`src/rtl/acc_unit.sv`:
```
// acc_unit: calculator accumulator with an opcode-driven ALU step, a memory
// register (M-store / M+), a sticky signed-overflow flag with optional
// saturation, and a DEPTH-entry undo history (LIFO, the oldest entry is
// overwritten when the history is full).
module acc_unit #(
    parameter int WIDTH = 16,
    parameter int DEPTH = 4,
    parameter int SAT   = 0
) (
    input  logic                           CLK,
    input  logic                           RESET,
    input  logic                           EN,
    input  logic [2:0]                     OP,
    input  logic [WIDTH-1:0]               IN,
    output logic [WIDTH-1:0]               OUT,
    output logic [WIDTH-1:0]               MEM_OUT,
    output logic                           OVF,
    output logic                           ZERO,
    output logic [$clog2(DEPTH+1)-1:0]     HIST_CNT,
    output logic                           ERR
);
    localparam int CW = $clog2(DEPTH + 1);
    localparam int PW = (DEPTH > 1) ? $clog2(DEPTH) : 1;

    localparam logic [2:0] OP_NOP    = 3'b000;
    localparam logic [2:0] OP_LOAD   = 3'b001;
    localparam logic [2:0] OP_ADD    = 3'b010;
    localparam logic [2:0] OP_SUB    = 3'b011;
    localparam logic [2:0] OP_CLR    = 3'b100;
    localparam logic [2:0] OP_MSTORE = 3'b101;
    localparam logic [2:0] OP_MADD   = 3'b110;
    localparam logic [2:0] OP_UNDO   = 3'b111;

    localparam logic [WIDTH-1:0] SMAX = {1'b0, {(WIDTH-1){1'b1}}};
    localparam logic [WIDTH-1:0] SMIN = {1'b1, {(WIDTH-1){1'b0}}};
    localparam logic [PW-1:0]    LAST = PW'(DEPTH - 1);
    localparam logic [CW-1:0]    FULL = CW'(DEPTH);

    logic [WIDTH-1:0] r_acc;
    logic [WIDTH-1:0] r_mem;
    logic             r_ovf;
    logic             r_err;
    logic [CW-1:0]    r_cnt;
    logic [PW-1:0]    r_wp;      // next write slot; the top entry sits just below it
    logic [WIDTH-1:0] r_hist [DEPTH];

    logic [WIDTH:0]   w_ext;     // sign-extended WIDTH+1 sum or difference
    logic             w_arith_ovf;
    logic [WIDTH-1:0] w_arith;
    logic [PW-1:0]    w_top;
    logic [PW-1:0]    w_wp_inc;
    logic [WIDTH-1:0] w_acc_next;
    logic [WIDTH-1:0] w_mem_next;
    logic             w_ovf_next;
    logic             w_push;
    logic             w_pop;
    logic             w_err_next;

    assign w_top    = (r_wp == '0) ? LAST : r_wp - 1'b1;
    assign w_wp_inc = (r_wp == LAST) ? '0 : r_wp + 1'b1;

    // ALU result: overflow is the mismatch of the two top bits of the extended result
    always_comb begin
        w_ext = '0;
        if (OP == OP_SUB)
            w_ext = {r_acc[WIDTH-1], r_acc} - {IN[WIDTH-1], IN};
        else
            w_ext = {r_acc[WIDTH-1], r_acc} + {IN[WIDTH-1], IN};
        w_arith_ovf = w_ext[WIDTH] ^ w_ext[WIDTH-1];
        w_arith     = w_ext[WIDTH-1:0];
        if (SAT != 0 && w_arith_ovf)
            w_arith = w_ext[WIDTH] ? SMIN : SMAX;
    end

    // Opcode decode into next-state values and history push/pop requests
    always_comb begin
        w_acc_next = r_acc;
        w_mem_next = r_mem;
        w_ovf_next = r_ovf;
        w_push     = 1'b0;
        w_pop      = 1'b0;
        w_err_next = 1'b0;
        if (EN) begin
            case (OP)
                OP_NOP: ;
                OP_LOAD: begin
                    w_acc_next = IN;
                    w_push     = 1'b1;
                end
                OP_ADD, OP_SUB: begin
                    w_acc_next = w_arith;
                    w_ovf_next = r_ovf | w_arith_ovf;
                    w_push     = 1'b1;
                end
                OP_CLR: begin
                    w_acc_next = '0;
                    w_ovf_next = 1'b0;
                    w_push     = 1'b1;
                end
                OP_MSTORE: w_mem_next = r_acc;
                OP_MADD:   w_mem_next = r_mem + r_acc;
                OP_UNDO: begin
                    if (r_cnt != '0) begin
                        w_acc_next = r_hist[w_top];
                        w_pop      = 1'b1;
                    end else begin
                        w_err_next = 1'b1;
                    end
                end
                default: ;
            endcase
        end
    end

    // Accumulator, memory, flags and history bookkeeping
    always_ff @(posedge CLK) begin
        if (RESET) begin
            r_acc <= '0;
            r_mem <= '0;
            r_ovf <= 1'b0;
            r_err <= 1'b0;
            r_cnt <= '0;
            r_wp  <= '0;
        end else begin
            r_acc <= w_acc_next;
            r_mem <= w_mem_next;
            r_ovf <= w_ovf_next;
            r_err <= w_err_next;
            if (w_push) begin
                r_wp <= w_wp_inc;
                if (r_cnt != FULL)
                    r_cnt <= r_cnt + 1'b1;
            end else if (w_pop) begin
                r_wp  <= w_top;
                r_cnt <= r_cnt - 1'b1;
            end
        end
    end

    // History storage: each slot captures the pre-op accumulator when it is the write slot
    generate
        for (genvar gi = 0; gi < DEPTH; gi++) begin : g_hist
            always_ff @(posedge CLK) begin
                if (!RESET && w_push && (r_wp == PW'(gi)))
                    r_hist[gi] <= r_acc;
            end
        end
    endgenerate

    assign OUT      = r_acc;
    assign MEM_OUT  = r_mem;
    assign OVF      = r_ovf;
    assign ERR      = r_err;
    assign HIST_CNT = r_cnt;
    assign ZERO     = (r_acc == '0);

endmodule

```
`config.mk`:
```
export PLATFORM = sky130hd
export DESIGN_NAME = acc_unit
export DESIGN_NICKNAME = d
export VERILOG_FILES = /design/src/rtl/acc_unit.sv
export SDC_FILE = /design/constraint.sdc
export NUM_CORES = 1
export LEC_CHECK = 0
export ABC_AREA = 1
export BUFFER_PORTS_ARGS = -buffer_cell sky130_fd_sc_hd__buf_2
export CAP_MARGIN = 20
export CORE_ASPECT_RATIO = 0.75
export CORE_MARGIN = 2
export CORE_UTILIZATION = 38
export DETAILED_ROUTE_END_ITERATION = 10
export MAX_ROUTING_LAYER = met4
export PLACE_DENSITY = 0.63
export SLEW_MARGIN = 20
export SYNTH_ARGS = -nofsm -noshare
export SYNTH_HDL_FRONTEND = slang
export SYNTH_SLANG_ARGS = --single-unit
export TNS_END_PERCENT = 10
```
`constraint.sdc`:
```
create_clock -name CLK -period 6.7 [get_ports CLK]
set_input_delay 0.67 -clock CLK [delete_from_list [all_inputs] [get_ports CLK]]
set_output_delay 0.67 -clock CLK [all_outputs]
set_load 0.02 [all_outputs]
```
==> run metrics <==
run status completed; type of element launching the critical path input port; Worst Setup Path Type in -> reg; clock slew at the register clock pins of the worst setup and hold paths 0.08 ns; CTS H-Tree Depth 3; Mapped Avg Cell Area 7.44 sq um; number of port buffers 59; vias in the first global route 5,863; design internal power 0.00108 W; worst-skew pair later-pin latency 0.37 ns; via count 6,305; power per cell area 214 nW/um^2; class of the tightest hold or removal check reg -> reg; fraction of the yosys area taken by sequential cells 39.7%; slew at the pin closest to its max-slew limit 0.803 ns; sequential cell area in the final layout 2700 sq um; net load switching power 0.000556 W; Worst slew margin 46.4%; initial core utilization 38.7%; combinational share of power 22.0%; area of the mapped netlist 6810 sq um; CTS tree yes; Global Route Usage Sum 22.6%; number of top-level pins 60; filler cell count in the final layout 1,809; 1st-pass router iterations 6; arrival time at the worst endpoint 3.34 ns; Synth Flop Type sky130_fd_sc_hd__edfxtp_1; floorplan row count 42; Inserted Clock Buffers 9; number of setup buffers added after CTS 0; Final Util 43.4%; post-CTS sizing 0; number of design rule violations left after detail routing 0; proportion of layout cells with a drive suffix above 1 12.2%; Via density 5.19; grt total ovfl 0; sequential fraction of design power 45.1%; kind of capture point of the worst setup path flop; DR iter-0 viols 464; combined area of the multi-input logic cells 3500 sq um; time the worst path needs with I/O delays and setup 3.07 ns; wire length of the first global-routing pass 31,600 um; Final Hold Fails 0; Period Utilization, post-route 45.8%; Max Clock Skew 0.0133 ns; die area 19,000 sq um; core outline area 17,600 sq um; count of flip-flops with a built-in enable after synthesis 64; average routed wire per standard cell 16.5 um; final slew viol count 0; final HPWL from detailed placement 14,500 um; final setup violating endpoints 0; data required time at the worst endpoint 6.97 ns; unrepaired setup endpoints after global routing no; antenna violation net count after detailed routing 0; async set-reset flop share out of synthesis 0%; cell chosen for the clock root sky130_fd_sc_hd__clkbuf_16; relative area change from synthesis to final layout 12.3%; total routed wirelength 20,100 um; number of hold buffers added after CTS 0; placer congestion estimate 0.998; IR drop worst, VDD 0.139 mV; leakage power of the design 3.54 nW; Sinks on Clock Net 103; instance count of the mapped netlist 915; flip-flop and latch count after synthesis 103; portion of total power attributed to the clock network 32.9%; x dimension of the die 159 um; number of antenna violations at the first check in global routing 1; maximum number of pins on one net before global-route repair 28; count of warnings emitted by yosys 0; fmax 326 MHz; number of distinct library cells after synthesis 48; nets in the synthesized netlist 976; switching portion of total power 34.0%; maximum fanout along the worst path 5; Die Ht 120 um; clock buffer depth 2; final total negative setup slack 0 ns; net count of the finished layout 1,029; # Max-Cap Violations 0
state kept, by name, indices dropped and copies added (netlist names):
signal	count
r_hist	64
MEM_OUT	16
OUT	16
HIST_CNT	3
r_wp	2
ERR	1
OVF	1
critical path: stages:
cell and delay [ns]:
sky130_fd_sc_hd__buf_2 0.11, sky130_fd_sc_hd__inv_1 0.09, sky130_fd_sc_hd__ha_1 0.18, sky130_fd_sc_hd__nand3_1 0.16, sky130_fd_sc_hd__o21ai_4 0.24, sky130_fd_sc_hd__o21ai_2 0.09
sky130_fd_sc_hd__o21bai_1 0.20, sky130_fd_sc_hd__nor2_1 0.16, sky130_fd_sc_hd__xor2_1 0.16, sky130_fd_sc_hd__ha_1 0.30, sky130_fd_sc_hd__nand2_1 0.12, sky130_fd_sc_hd__inv_1 0.05
sky130_fd_sc_hd__nand2_1 0.06, sky130_fd_sc_hd__nand2_1 0.04, sky130_fd_sc_hd__a21oi_1 0.22, sky130_fd_sc_hd__nand2_1 0.11, sky130_fd_sc_hd__nand2_1 0.07, sky130_fd_sc_hd__nand2_1 0.07
sky130_fd_sc_hd__nand3_1 0.07, sky130_fd_sc_hd__nand3_1 0.07, sky130_fd_sc_hd__nand2_1 0.06, sky130_fd_sc_hd__inv_1 0.03
metal layers:
metal / global-route usage (%) / up-vias / share of wire, %
li1: - / 3141 / -
met1: 33.2 / 2912 / 50
met5: - / - / 0
met2: 31.1 / 225 / 40
met3: 5.38 / 27 / 8.4
met4: 5.80 / 0 / 1.8
worst paths after layout:
| check | startpoint | to | slack (ns) | cells past startpoint |
|---|---|---|---|---|
| max | IN[1] | OVF | 3.63 | 22 |
| min | HIST_CNT[0] | HIST_CNT[0] | 0.48 | 1 |
| max reg2reg | r_wp[0] | OUT[4] | 3.71 | 10 |
| min reg2reg | HIST_CNT[0] | HIST_CNT[0] | 0.48 | 1 |
kinds of logic after synthesis:
group / Yosys count / synth area share [%]
AND/OR/NAND/NOR: 429 / 27.3
AO/OA/AOI/OAI: 174 / 14.3
buffers and inverters: 152 / 8.86
XOR/XNOR: 18 / 2.32
adder cells (fa/ha/maj): 39 / 7.50
flip-flops: 103 / 39.7
synthesized netlist by cell type, drive strengths merged (2+ instances only):
cell type	count	area share (%)
clkbuf	15	0.85
edfxtp	64	28
o21ai	52	4.0
nor2	50	3.1
nand2	272	15
a21o	2	0.22
xnor2	3	0.39
buf	10	1.0
dfxtp	39	11
nor3	10	0.90
xor2	15	1.9
fa	3	0.88
a21oi	102	8.0
inv	126	6.9
nand4	6	0.55
and2	2	0.18
o211ai	9	0.99
nand3b	4	0.44
ha	36	6.6
or2	3	0.28
nor4	3	0.50
nand3	78	5.9
power groups by stage:
stage               clock network, W  logic [W]  registers, W
global route                0.000571   0.000404      0.000739
global placement                   0   0.000349      0.000750
floorplan                          0   0.000242      0.000749
CTS                         0.000546   0.000353      0.000736
detailed placement                 0   0.000352      0.000750
finish                      0.000538   0.000358      0.000736
area by class of cell:
type	instances	share of cell area, %
Clock inverter	7	0.950
Sequential cell	103	35.4
Clock buffer	9	2.95
Antenna cell	1	0.0327
Inverter	127	6.24
Timing Repair Buffer	67	4.65
Multi-Input combinational cell	660	45.9
Tap cell	242	3.96
stage by stage:
| stage | total power [W] | cell area (sq um) | std cells | hold WS (ns) | setup WS [ns] |
|---|---|---|---|---|---|
| detailed placement | 0.00110 | 7340 | 1199 | 0.467 | 3.31 |
| global placement | 0.00110 | 7340 | 1199 | 0.462 | 3.42 |
| global route | 0.00171 | 7640 | 1216 | 0.513 | 3.33 |
| CTS | 0.00163 | 7640 | 1215 | 0.486 | 3.68 |
| finish | 0.00163 | 7640 | 1216 | 0.481 | 3.63 |
| floorplan | 0.000991 | 6810 | 915 | 0.506 | 3.76 |
placed cells by master (no fill, tap or decap), types with 2 or more instances in the layout:
cell,Yosys,routed
sky130_fd_sc_hd__o21ai_1,2,2
sky130_fd_sc_hd__nand2_4,3,3
sky130_fd_sc_hd__dfxtp_1,39,39
sky130_fd_sc_hd__inv_8,0,2
sky130_fd_sc_hd__clkbuf_16,0,9
sky130_fd_sc_hd__or2_2,2,2
sky130_fd_sc_hd__a21oi_1,93,93
sky130_fd_sc_hd__nand3b_1,4,4
sky130_fd_sc_hd__nor4_1,2,2
sky130_fd_sc_hd__a21o_1,2,2
sky130_fd_sc_hd__a21oi_2,9,9
sky130_fd_sc_hd__fa_1,3,3
sky130_fd_sc_hd__nand2_1,268,268
sky130_fd_sc_hd__edfxtp_1,64,64
sky130_fd_sc_hd__inv_2,10,10
sky130_fd_sc_hd__nand3_1,77,77
sky130_fd_sc_hd__nor2_2,3,4
sky130_fd_sc_hd__buf_2,7,59
sky130_fd_sc_hd__xor2_1,15,15
sky130_fd_sc_hd__xnor2_1,3,3
sky130_fd_sc_hd__nor2_1,46,45
sky130_fd_sc_hd__nor3_1,9,9
sky130_fd_sc_hd__and2_1,2,2
sky130_fd_sc_hd__buf_4,0,8
sky130_fd_sc_hd__o211ai_1,9,9
sky130_fd_sc_hd__o21ai_0,48,48
sky130_fd_sc_hd__inv_1,116,116
sky130_fd_sc_hd__ha_1,36,36
sky130_fd_sc_hd__nand4_1,6,6
sky130_fd_sc_hd__clkinv_4,0,2
(Power assumes the default switching activity.)
